`config.mk`:
```
export PLATFORM = sky130hd
export DESIGN_NAME = multi_byte_add_seq
export DESIGN_NICKNAME = d
export VERILOG_FILES = /design/src/rtl/multi_byte_add_seq_pkg.sv /design/src/rtl/multi_byte_add_seq_slice_adder.sv /design/src/rtl/multi_byte_add_seq.sv
export SDC_FILE = /design/constraint.sdc
export NUM_CORES = 1
export LEC_CHECK = 0
export ABC_CLOCK_PERIOD_IN_PS = 6600
export CELL_PAD_IN_SITES_DETAIL_PLACEMENT = 1
export CELL_PAD_IN_SITES_GLOBAL_PLACEMENT = 1
export CORE_ASPECT_RATIO = 1.1
export CORE_MARGIN = 4
export CORE_UTILIZATION = 42
export CTS_BUF_LIST = sky130_fd_sc_hd__clkbuf_4
export DETAILED_ROUTE_END_ITERATION = 10
export GPL_ROUTABILITY_DRIVEN = 1
export GPL_TIMING_DRIVEN = 1
export HOLD_SLACK_MARGIN = 0.03
export PLACE_DENSITY = 0.83
export SLEW_MARGIN = 40
export SYNTH_ARGS = -nofsm -noshare
export SYNTH_HDL_FRONTEND = slang
export SYNTH_SLANG_ARGS = --single-unit
```
`constraint.sdc`:
```
create_clock -name clk -period 6.6 [get_ports clk]
set_clock_uncertainty 0.2 [all_clocks]
set_input_delay 1.98 -clock clk [delete_from_list [all_inputs] [get_ports clk]]
set_output_delay 1.98 -clock clk [all_outputs]
set_load 0.02 [all_outputs]
```
`src/rtl/multi_byte_add_seq_pkg.sv`:
```
// Shared definitions for the byte-serial multi-precision adder:
// FSM state encoding and default geometry.
package multi_byte_add_seq_pkg;

    localparam int unsigned W_DEF     = 8;
    localparam int unsigned N_DEF     = 4;
    localparam int unsigned IDX_W_DEF = 2;

    typedef enum logic [1:0] {
        ST_IDLE = 2'd0,
        ST_RUN  = 2'd1,
        ST_DONE = 2'd2
    } state_e;

    // Signed overflow of a slice: carry into the MSB differs from carry out of it.
    function automatic logic slice_overflow(input logic carry_into_msb, input logic carry_out);
        return carry_into_msb ^ carry_out;
    endfunction

endpackage

```
`src/rtl/multi_byte_add_seq_slice_adder.sv`:
```
// Combinational W-bit ripple-carry slice adder shared by all byte positions
// of the sequenced multi-precision add.
module slice_adder
    import multi_byte_add_seq_pkg::*;
#(
    parameter int unsigned W = W_DEF
) (
    input  logic [W-1:0] i_a,
    input  logic [W-1:0] i_b,
    input  logic         i_c0,
    output logic [W-1:0] o_sum,
    output logic         o_cout,
    output logic         o_overflow
);

    logic [W:0] w_c;

    // Bitwise ripple: w_c[i] is the carry into bit i.
    always_comb begin
        w_c    = '0;
        o_sum  = '0;
        w_c[0] = i_c0;
        for (int i = 0; i < W; i++) begin
            o_sum[i]  = i_a[i] ^ i_b[i] ^ w_c[i];
            w_c[i+1]  = (i_a[i] & i_b[i]) | (w_c[i] & (i_a[i] ^ i_b[i]));
        end
    end

    assign o_cout     = w_c[W];
    assign o_overflow = slice_overflow(w_c[W-1], w_c[W]);

endmodule

```
`src/rtl/multi_byte_add_seq.sv`:
```
// Byte-serial multi-precision add/subtract: one shared slice adder walks the
// N slices of the latched operands, rippling the carry through a register.
module multi_byte_add_seq
    import multi_byte_add_seq_pkg::*;
#(
    parameter int unsigned W     = W_DEF,
    parameter int unsigned N     = N_DEF,
    parameter int unsigned IDX_W = IDX_W_DEF
) (
    input  logic           clk,
    input  logic           rst_n,
    input  logic           start,
    input  logic           sub,
    input  logic           cin,
    input  logic [W*N-1:0] a,
    input  logic [W*N-1:0] b,
    output logic           busy,
    output logic           done,
    output logic [W*N-1:0] sum,
    output logic           cout,
    output logic           overflow,
    output logic           zero
);

    localparam logic [IDX_W-1:0] IDX_LAST = IDX_W'(N - 1);

    state_e           r_state;
    state_e           w_state_next;
    logic [IDX_W-1:0] r_idx;
    logic             r_carry;
    logic [W*N-1:0]   r_a;
    logic [W*N-1:0]   r_b;
    logic [W*N-1:0]   r_sum;
    logic             r_cout;
    logic             r_overflow;
    logic             r_zero;
    logic             r_busy;
    logic             r_done;

    logic [W-1:0]     w_a_slice;
    logic [W-1:0]     w_b_slice;
    logic [W-1:0]     w_slice_sum;
    logic             w_slice_cout;
    logic             w_slice_ovf;
    logic [W*N-1:0]   w_sum_next;
    logic             w_last;

    assign w_last = (r_idx == IDX_LAST);

    // State register.
    always_ff @(posedge clk or negedge rst_n) begin
        if (!rst_n) begin
            r_state <= ST_IDLE;
        end else begin
            r_state <= w_state_next;
        end
    end

    // Next-state logic: IDLE -> RUN on start, RUN for N cycles, one DONE cycle.
    always_comb begin
        w_state_next = r_state;
        case (r_state)
            ST_IDLE: begin
                if (start) begin
                    w_state_next = ST_RUN;
                end else begin
                    w_state_next = ST_IDLE;
                end
            end
            ST_RUN: begin
                if (w_last) begin
                    w_state_next = ST_DONE;
                end else begin
                    w_state_next = ST_RUN;
                end
            end
            ST_DONE: begin
                w_state_next = ST_IDLE;
            end
            default: begin
                w_state_next = ST_IDLE;
            end
        endcase
    end

    // Select the active slice of each operand and merge the slice result into the sum.
    always_comb begin
        w_a_slice  = r_a[W-1:0];
        w_b_slice  = r_b[W-1:0];
        w_sum_next = r_sum;
        for (int i = 0; i < N; i++) begin
            if (r_idx == IDX_W'(i)) begin
                w_a_slice              = r_a[i*W +: W];
                w_b_slice              = r_b[i*W +: W];
                w_sum_next[i*W +: W]   = w_slice_sum;
            end else begin
                w_sum_next[i*W +: W]   = r_sum[i*W +: W];
            end
        end
    end

    slice_adder #(
        .W (W)
    ) u_slice_adder (
        .i_a        (w_a_slice),
        .i_b        (w_b_slice),
        .i_c0       (r_carry),
        .o_sum      (w_slice_sum),
        .o_cout     (w_slice_cout),
        .o_overflow (w_slice_ovf)
    );

    // Operand capture, carry ripple and result/flag registers.
    always_ff @(posedge clk or negedge rst_n) begin
        if (!rst_n) begin
            r_a        <= '0;
            r_b        <= '0;
            r_idx      <= '0;
            r_carry    <= 1'b0;
            r_sum      <= '0;
            r_cout     <= 1'b0;
            r_overflow <= 1'b0;
            r_zero     <= 1'b1;
        end else begin
            case (r_state)
                ST_IDLE: begin
                    if (start) begin
                        r_a        <= a;
                        // Subtract as A + ~B + 1.
                        r_b        <= sub ? ~b : b;
                        r_carry    <= sub ? 1'b1 : cin;
                        r_idx      <= '0;
                        r_sum      <= '0;
                        r_cout     <= 1'b0;
                        r_overflow <= 1'b0;
                        r_zero     <= 1'b0;
                    end
                end
                ST_RUN: begin
                    r_sum   <= w_sum_next;
                    r_carry <= w_slice_cout;
                    if (w_last) begin
                        // Hold idx in range so it never wraps past N-1.
                        r_idx      <= '0;
                        r_cout     <= w_slice_cout;
                        r_overflow <= w_slice_ovf;
                        r_zero     <= (w_sum_next == '0);
                    end else begin
                        r_idx <= r_idx + IDX_W'(1);
                    end
                end
                ST_DONE: begin
                    r_idx <= '0;
                end
                default: begin
                    r_idx <= '0;
                end
            endcase
        end
    end

    // Handshake outputs registered from the next state so they align with it.
    always_ff @(posedge clk or negedge rst_n) begin
        if (!rst_n) begin
            r_busy <= 1'b0;
            r_done <= 1'b0;
        end else begin
            r_busy <= (w_state_next != ST_IDLE);
            r_done <= (w_state_next == ST_DONE);
        end
    end

    assign busy     = r_busy;
    assign done     = r_done;
    assign sum      = r_sum;
    assign cout     = r_cout;
    assign overflow = r_overflow;
    assign zero     = r_zero;

endmodule
```
# ---- After elaboration in Yosys (flattened, before gate mapping)
# Cells that the tools add are included.
dict set report op_classes {
  addsub 1
  n_eq_ne 7
  muxes 29
  n_bitwise 42
  reduce_logical 8
}
# op count
set op_table {}
lappend op_table {{$mux W8} 10}
lappend op_table {{$mux W32} 2}
lappend op_table {{$pmux W32 S2} 1}
lappend op_table {{$logic_not A32 Y1} 1}
lappend op_table {{$not A32 Y32} 1}
lappend op_table {{$xor A1 B1 Y1} 17}
lappend op_table {{$and A1 B1 Y1} 16}
lappend op_table {{$or A1 B1 Y1} 8}
lappend op_table {{$pmux W1 S2} 4}
lappend op_table {{$pmux W2 S2} 2}
lappend op_table {{$mux W1} 7}
lappend op_table {{$eq A2 B2 Y1 const B} 3}
lappend op_table {{$mux W2} 3}
lappend op_table {{$eq A2 B1 Y1 const B} 2}
lappend op_table {{$logic_not A2 Y1} 2}
lappend op_table {{$ne A2 B2 Y1 const B} 2}
lappend op_table {{$reduce_and A2 Y1} 2}
lappend op_table {{$reduce_bool A2 Y1} 2}
lappend op_table {{$reduce_and A3 Y1} 1}
lappend op_table {{$add A2 B1 Y2 const B} 1}
dict set report word_totals {
  ff_bits 106
  input_bits 69
  output_inout_bits 37
  elab_cells 98
}

# ---- Logic depth before layout (Yosys ltp)
# Gate-level depths: netlist of run 1.
dict set report logic_depth {
  word_depth 24
  ltp_mapped 23
}

# ---- Hierarchy
# A second synthesis of run 1 with hierarchy kept.
dict set report unflattened {
  cells_unflattened 528
  hier_area_um2 5068.6
}
# module instances cells_each area_each_um2 seq_area_each_um2
set modules_own_cells {}
lappend modules_own_cells {multi_byte_add_seq 1 509 4862.2 2653.8}
lappend modules_own_cells {slice_adder 1 19 206.4 0.0}

# ---- Worst setup path after synthesis of run 1
# Ideal clock, no wire load.
dict set report synth_path {
  kind {register to register}
  start {register r_idx[1]}
  end {register r_zero (netlist: zero)}
  setup_time_ns 0.072
  t_arrival_ns 5.332
  required_ns 6.328
  slack_ns 0.996
  stages_incl_launch_ff 24
  n_path_buf 2
  period_less_slack_ns 5.604
  cell_sequence {dfrtp_1 -> inv_1 -> ha_1 -> buf_2 -> clkbuf_1 -> mux2i_1 -> o21ai_0 -> mux2i_1 -> fa_1 -> fa_1 -> inv_1 -> fa_1 -> fa_1 -> fa_1 -> inv_1 -> fa_1 -> inv_1 -> fa_1 -> inv_1 -> fa_1 -> nand4bb_1 -> or4_1 -> or4_1 -> o21ai_1}
}
dict set report synth_via {
  elab_chain_len 24
}
# item line_no
set synth_lines {}
lappend synth_lines {{start, declared} multi_byte_add_seq.sv:29} ;# logic [IDX_W-1:0] r_idx;
lappend synth_lines {{start signal, assigned} multi_byte_add_seq.sv:149} ;# r_idx <= r_idx + IDX_W'(1);
lappend synth_lines {{$eq A2 B1 Y1} multi_byte_add_seq.sv:92} ;# if (r_idx == IDX_W'(i)) begin
lappend synth_lines {{$mux W8 (3 in a row)} multi_byte_add_seq.sv:92}
lappend synth_lines {{$xor A1 B1 Y1} {multi_byte_add_seq_slice_adder.sv:24, multi_byte_add_seq_slice_adder.sv:25}}
lappend synth_lines {{$and A1 B1 Y1} multi_byte_add_seq_slice_adder.sv:25} ;# w_c[i+1] = (i_a[i] & i_b[i]) | (w_c[i] & (i_a[i] ^ i_b[i]));
lappend synth_lines {{$or A1 B1 Y1} multi_byte_add_seq_slice_adder.sv:25}
lappend synth_lines {{$and A1 B1 Y1} multi_byte_add_seq_slice_adder.sv:25}
lappend synth_lines {{$or A1 B1 Y1} multi_byte_add_seq_slice_adder.sv:25}
lappend synth_lines {{$and A1 B1 Y1} multi_byte_add_seq_slice_adder.sv:25}
lappend synth_lines {{(+6 left out)} --}
lappend synth_lines {{$or A1 B1 Y1} multi_byte_add_seq_slice_adder.sv:25}
lappend synth_lines {{$and A1 B1 Y1} multi_byte_add_seq_slice_adder.sv:25}
lappend synth_lines {{$or A1 B1 Y1} multi_byte_add_seq_slice_adder.sv:25}
lappend synth_lines {{$xor A1 B1 Y1} multi_byte_add_seq_slice_adder.sv:24} ;# o_sum[i] = i_a[i] ^ i_b[i] ^ w_c[i];
lappend synth_lines {{$mux W8} multi_byte_add_seq.sv:92}
lappend synth_lines {{$logic_not A32 Y1} multi_byte_add_seq.sv:147} ;# r_zero <= (w_sum_next == '0);
lappend synth_lines {{$mux W1} multi_byte_add_seq.sv:142} ;# if (w_last) begin
lappend synth_lines {{$pmux W1 S2} multi_byte_add_seq.sv:125} ;# case (r_state)
lappend synth_lines {{end signal, assigned} multi_byte_add_seq.sv:147}
lappend synth_lines {{end, declared} multi_byte_add_seq.sv:36} ;# logic r_zero;
# Several ways; a longest one is shown, not always the timed one. The select of a mux whose other input is x is not followed.
# A chain may end at the register's enable or synchronous reset.

# ---- Final worst setup path of run 1
# Same ends and word-level chain as after synthesis.

==> results.yml, run 1 <==
clock_network:
  cts-buffers-inserted: 9
  htree_levels: 3
  clockRootBuffer: "clkbuf_4"
  ctsHoldBuffers: 0
  cts.sinks: 106
  path_clk_slew_ns: 0.15
  cts_tree: "done"
  postCtsSetupRepairBufs: 0
  cts_resized: 0
  clock_latency_ns: 0.47
  cts_buffer_depth: 2
critical_path:
  r2r-start: "r_idx[1]$_DFFE_PN0P_"
  crit_fanout: 11
  worstReg2RegEnd: "zero$_DFFE_PN1P_"
  r2r_slack_ns: 0.82
  critPathLaunchType: "register"
  critPathKind: "register to register"
  crit_required_ns: 6.81
  worstSetupEndpointType: "register"
  reg2reg_depth: 22
  crit_path_end: "zero$_DFFE_PN1P_"
  crit_start: "r_idx[1]$_DFFE_PN0P_"
  arrival_ns: 5.99
power:
  power_w: 0.00374
  powerDensity_mw_per_mm2: 586
  leakage_nw: 2.61
  ir_drop_mv: 0.266
placed_design:
  portBuffers: 105
  place_ws_ns: 0.845
  place.gp.congestion: 0.832
  dp_cells: 680
  detailed_place_hpwl_um: 10300
sta:
  grt_setup_unrepaired: "no"
  tns_ns: 0
  fin_crit_sh: 0.876
  tightest_slew_ns: 0.780
  slew-limit-headroom: 0.480
  fin_ws_ns: 0.821
  setup_viol: 0
  hold_viol_final: 0
  period_needed_ns: 5.78
  slew_violations: 0
  fmax_mhz: 173
drt:
  via_per_inst: 5.48
  drc: 0
  post_drt_wl_per_cell_um: 19.5
  drtIter0Drc: 132
  via_count: 3818
  drt_first_pass_iters: 4
  final_antenna_net_count: 0
  wirelength_um: 13600
global_route:
  antenna_found_initial: 0
  grt_max_degree: 81
  grt_pass1_wl_um: 21800
  grt_util_met2: 0.346
  grt_pass1_vias: 4150
  grt_util_met1: 0.256
  grt.busiest_layer: "met2"
  met3_usage: 0.0313
  grt-ovfl-total: 0
  grt_usage: 0.200
logic_synthesis:
  syn_area_mm2: 0.00507
  syn_inst: 449
  synth_top_area_cell: "dfrtp_1"
  synth_top_cell_area_share: 0.519
  ys_seq_area_frac: 0.524
  synth_nets: 530
  ys_types: 42
  ys_warn_count: 0
  synth.avg_cell_area_um2: 11.3
  synth_area_leaders: "dfrtp_1, mux2_2, xnor2_1"
  ys_ff_latch: 106
floorplan:
  die_h_um: 123
  die_x_um: 113
  start_util: 0.435
  ios: 106
  core_area_mm2: 0.0116
  die_area_mm2: 0.0139
  row_count: 41
finish:
  insertedDiodeCount: 0
  drive_gt1_frac: 0.121
  layout.nets: 623
  fin_cells: 697
  multi_input_area_mm2: 0.00224
  syn2layout_area_growth_pct: 25.8
  ff_latch_area_mm2: 0.00265
  n_fill_cell: 1248
flow_run:
  max_cap_violations: 0
min_path:
  hp-class: "register to register"
run_status:
  status: "finished, final reports clean"
## sequential cells by signal, summed over array words and instances (netlist names)
signal and cells:
r_idx 2, r_b 32, done 1, r_a 32, busy 1, r_state 2
r_carry 1, cout 1, overflow 1, zero 1, sum 32
## area by class of cell
type	instances	share of cell area
Sequential cell	106	0.416
Multi-Input combinational cell	300	0.351
Clock buffer	9	0.0106
Clock inverter	7	0.00942
Timing Repair Buffer	115	0.178
Inverter	10	0.00589
Tap cell	150	0.0294
## metal layers
layer | share of wire | routed length [um]
met4 | 0.020 | 274
met5 | 0 | 0
met1 | 0.44 | 5990
met2 | 0.50 | 6770
met3 | 0.040 | 548
## power breakdown
group / internal [W] / total [W] / switching, W
clock network: 0.000111 / 0.000327 / 0.000216
registers: 0.000936 / 0.00113 / 0.000196
logic: 0.000954 / 0.00228 / 0.00132
total: 0.00200 / 0.00374 / 0.00173
## critical path: stages, from the launching register on
cell and delay [ns]:
dfrtp_1 0.45, inv_1 0.10, ha_1 0.17, buf_4 0.23, mux2i_1 0.20, o21ai_0 0.10, mux2i_1 0.21, fa_1 0.23
fa_1 0.18, inv_1 0.06, fa_1 0.46, fa_1 0.47, fa_1 0.43, inv_1 0.09, fa_1 0.18, inv_1 0.06
fa_1 0.45, inv_1 0.10, fa_1 0.25, nand4bb_1 0.11, or4_1 0.41, or4_1 0.41, o21ai_1 0.15
## cell usage in the layout (no fill, tap or decap), types with 2 or more instances in the layout
cell,count
or4_1,3
clkbuf_4,9
fa_1,8
o21ai_0,17
a22o_1,13
o22ai_1,2
nand2_1,22
nor2b_1,2
dfrtp_1,105
clkinv_1,2
buf_4,11
o21ai_2,3
ha_1,4
nor4_1,4
a31oi_1,2
xnor2_1,33
clkinv_2,3
o2bb2ai_1,6
inv_1,9
mux2i_1,24
nor2_1,49
mux2_2,32
clkdlybuf4s50_1,103
a21oi_1,41
nand2b_1,3
a32o_1,16
## cell usage after synthesis
library cell and n:
a211oi_1 1, a21o_1 1, a21oi_1 42, a22o_1 13, a22oi_1 1, a31oi_1 2
a32o_1 16, and3b_1 1, buf_1 6, buf_2 14, buf_6 1, clkbuf_1 12
dfrtp_1 105, dfstp_2 1, fa_1 8, ha_1 4, inv_1 9, inv_2 1
mux2_2 32, mux2i_1 24, nand2_1 22, nand2b_1 3, nand3_1 1, nand4_1 1
nand4bb_1 1, nor2_1 49, nor2b_1 2, nor3_1 1, nor3b_1 1, nor4_1 4
o21ai_0 17, o21ai_1 1, o21ai_2 3, o221ai_1 1, o22ai_1 2, o2bb2ai_1 6
o31ai_1 1, o32ai_1 1, or2_2 1, or3_1 1, or4_1 3, xnor2_1 33
## logic make-up (layout without fill, tap and decap cells)
kind of cell / after synthesis / after routing / share of synthesized area
buffers and inverters: 43 / 141 / 0.0368
and+or+nand+nor: 91 / 91 / 0.0793
DFF: 106 / 106 / 0.524
xor gates and xnor gates: 33 / 33 / 0.0570
muxes: 56 / 56 / 0.119
adders and majority gates: 12 / 12 / 0.0415
AOI/OAI and AO/OA: 108 / 108 / 0.143
## worst min path at each step
stage	startpoint	end	slack, ns	cells after the start
after floorplan	r_state[1]$_DFF_PN0_	r_idx[0]$_DFFE_PN0P_	0.25	1
after CTS	zero$_DFFE_PN1P_	zero$_DFFE_PN1P_	0.30	2
final	zero$_DFFE_PN1P_	zero$_DFFE_PN1P_	0.30	2
after global placement	zero$_DFFE_PN1P_	zero$_DFFE_PN1P_	0.26	2
after detailed placement	zero$_DFFE_PN1P_	zero$_DFFE_PN1P_	0.28	2
after global routing	zero$_DFFE_PN1P_	zero$_DFFE_PN1P_	0.32	2
## stage by stage
stage / hold slack (ns) / area, um2 / util
after floorplan: 0.255 / 5070 / -
after global placement: 0.259 / 6220 / 0.534
after detailed placement: 0.277 / 6230 / 0.535
after CTS: 0.296 / 6350 / 0.546
after global routing: 0.321 / 6380 / 0.548
final: 0.301 / 6380 / 0.548
Note: power is estimated with default switching activity, not from simulation.
==> run 2: changes to the inputs <==
--- a/config.mk
+++ b/config.mk
@@ -10,13 +10,13 @@
 export CELL_PAD_IN_SITES_GLOBAL_PLACEMENT = 1
 export CORE_ASPECT_RATIO = 1.1
 export CORE_MARGIN = 4
-export CORE_UTILIZATION = 42
-export CTS_BUF_LIST = sky130_fd_sc_hd__clkbuf_4
+export CORE_UTILIZATION = 40
+export CTS_BUF_LIST = sky130_fd_sc_hd__clkbuf_8 sky130_fd_sc_hd__clkbuf_16
 export DETAILED_ROUTE_END_ITERATION = 10
 export GPL_ROUTABILITY_DRIVEN = 1
 export GPL_TIMING_DRIVEN = 1
 export HOLD_SLACK_MARGIN = 0.03
-export PLACE_DENSITY = 0.83
+export PLACE_DENSITY = 0.8
 export SLEW_MARGIN = 40
 export SYNTH_ARGS = -nofsm -noshare
 export SYNTH_HDL_FRONTEND = slang
==> run 2 against run 1 <==
Compared with the run above:
- setup slack got worse by 0.013 ns
- count of clock-buffer cells in the layout increased by 1
- global-route usage fell by 0.60 points
- largest cell class unchanged
- worst hold slack worse by 0.017 ns
- critical path depth shrank 1
- sequential power barely moved
==> results.yml, run 2 (synthesis results as in run 1) <==
floorplan:
  row_count: 42
  start_util: 0.416
  die_x_um: 115
  ios: 106
  core_area_mm2: 0.0122
  die_area_mm2: 0.0145
  die_h_um: 126
drt:
  wirelength_um: 13700
  drt_first_pass_iters: 5
  via_per_inst: 5.53
  drtIter0Drc: 225
  drc: 0
  post_drt_wl_per_cell_um: 19.6
  final_antenna_net_count: 0
  via_count: 3859
clock_network:
  cts_resized: 0
  postCtsSetupRepairBufs: 0
  cts.sinks: 106
  cts-buffers-inserted: 9
  clock_latency_ns: 0.35
  ctsHoldBuffers: 0
  htree_levels: 3
  clockRootBuffer: "clkbuf_16"
  path_clk_slew_ns: 0.07
  cts_tree: "done"
  cts_buffer_depth: 2
power:
  p_seq_frac: 0.285
  ir_drop_mv: 0.342
  power_w: 0.00400
  leakage_nw: 2.69
  switchingPower_w: 0.00177
  internal-power_w: 0.00224
  pwr-share-clk: 0.141
  powerDensity_mw_per_mm2: 611
  switching_share: 0.441
  comb_power_share: 0.574
finish:
  syn2layout_area_growth_pct: 29.2
  n_fill_cell: 1311
  layout.nets: 622
  drive_gt1_frac: 0.118
  final_common_cell: "dfrtp_1"
  layout_common_cells: "dfrtp_1, clkdlybuf4s50_1, nor2_1, a21oi_1, xnor2_1"
  insertedDiodeCount: 0
  final_util: 0.537
critical_path:
  critPathKind: "register to register"
  crit_required_ns: 6.68
  arrival_ns: 5.87
  crit_fanout: 9
  worstSetupEndpointType: "register"
  critPathLaunchType: "register"
placed_design:
  detailed_place_hpwl_um: 10400
  place.gp.congestion: 0.847
  place_ws_ns: 0.794
  portBuffers: 105
global_route:
  grt-ovfl-total: 0
  grt_usage: 0.194
  grt_max_degree: 66
  grt_pass1_vias: 4048
  grt_pass1_wl_um: 22100
  antenna_found_initial: 0
run_status:
  status: "finished, final reports clean"
flow_run:
  max_cap_violations: 0
min_path:
  hp-class: "register to register"
sta:
  setup_viol: 0
  slew-limit-headroom: 0.580
  fin_crit_sh: 0.878
  fmax_mhz: 173
  tightest_slew_ns: 0.629
  fin_ws_ns: 0.808
  period_needed_ns: 5.79
  tns_ns: 0
  hold_viol_final: 0
  grt_setup_unrepaired: "no"
  hold_ws_ns: 0.284
  slew_violations: 0
## run 2: cell type report
cell class | instances | area [um2] | area share
Clock buffer | 10 | 239 | 0.0365
Clock inverter | 4 | 68.8 | 0.0105
Inverter | 10 | 37.5 | 0.00574
Multi-Input combinational cell | 300 | 2240 | 0.342
Sequential cell | 106 | 2650 | 0.405
Tap cell | 154 | 193 | 0.0294
Timing Repair Buffer | 114 | 1120 | 0.171
## run 2: per-layer routing
layer  global-route usage  vias up  wire length (um)
met5                    0        -                 0
met2                0.324      142              6960
li1                     -     1760                 -
met4               0.0635        0               202
met3               0.0384       17               832
met1                0.253     1940              5680
## run 2: power by group through the flow
stage | Combinational [W] | Sequential [W] | Clock (W)
2_1_floorplan | 0.00147 | 0.00115 | 0
4_1_cts | 0.00230 | 0.00114 | 0.000576
5_1_grt | 0.00248 | 0.00117 | 0.000602
3_3_place_gp | 0.00215 | 0.00114 | 0
6_report | 0.00230 | 0.00114 | 0.000563
3_5_place_dp | 0.00228 | 0.00115 | 0
## run 2: per-stage QoR
stage               std cells  area, um2
floorplan                 449       5070
global placement          684       6230
detailed placement        684       6230
CTS                       698       6540
global route              698       6550
finish                    698       6550
## run 2: worst max-delay path, cell delays in order, from the launching register on
cell and delay [ns]:
dfrtp_1 0.41, inv_1 0.09, ha_1 0.27, buf_4 0.24, mux2i_1 0.19, o21ai_0 0.10
mux2i_1 0.28, fa_1 0.25, inv_1 0.06, fa_1 0.46, fa_1 0.46, fa_1 0.44
inv_1 0.09, fa_1 0.19, inv_1 0.06, fa_1 0.45, inv_1 0.10, fa_1 0.28
nand4bb_1 0.14, or4_1 0.41, or4_1 0.41, o21ai_1 0.14
## run 2: final timing paths
path                                            from            endpoint  slack [ns]  depth (start not counted)
worst max-delay path            r_idx[1]$_DFFE_PN0P_    zero$_DFFE_PN1P_        0.81                         21
worst min-delay path                zero$_DFFE_PN1P_    zero$_DFFE_PN1P_        0.28                          2
worst max register to register  r_idx[1]$_DFFE_PN0P_    zero$_DFFE_PN1P_        0.81                         21
worst min register to register      zero$_DFFE_PN1P_    zero$_DFFE_PN1P_        0.28                          2
max in group asynchronous                      rst_n  r_b[7]$_DFFE_PN0P_        3.80                          2
min in group asynchronous                      rst_n  sum[0]$_DFFE_PN0P_        1.42                          1
==> run 3: changes to the inputs <==
--- a/config.mk
+++ b/config.mk
@@ -5,7 +5,6 @@
 export SDC_FILE = /design/constraint.sdc
 export NUM_CORES = 1
 export LEC_CHECK = 0
-export ABC_CLOCK_PERIOD_IN_PS = 6600
 export CELL_PAD_IN_SITES_DETAIL_PLACEMENT = 1
 export CELL_PAD_IN_SITES_GLOBAL_PLACEMENT = 1
 export CORE_ASPECT_RATIO = 1.1
==> results of run 3 <==
Same layout as run 2: the final DEF is identical, and so are final timing and power.
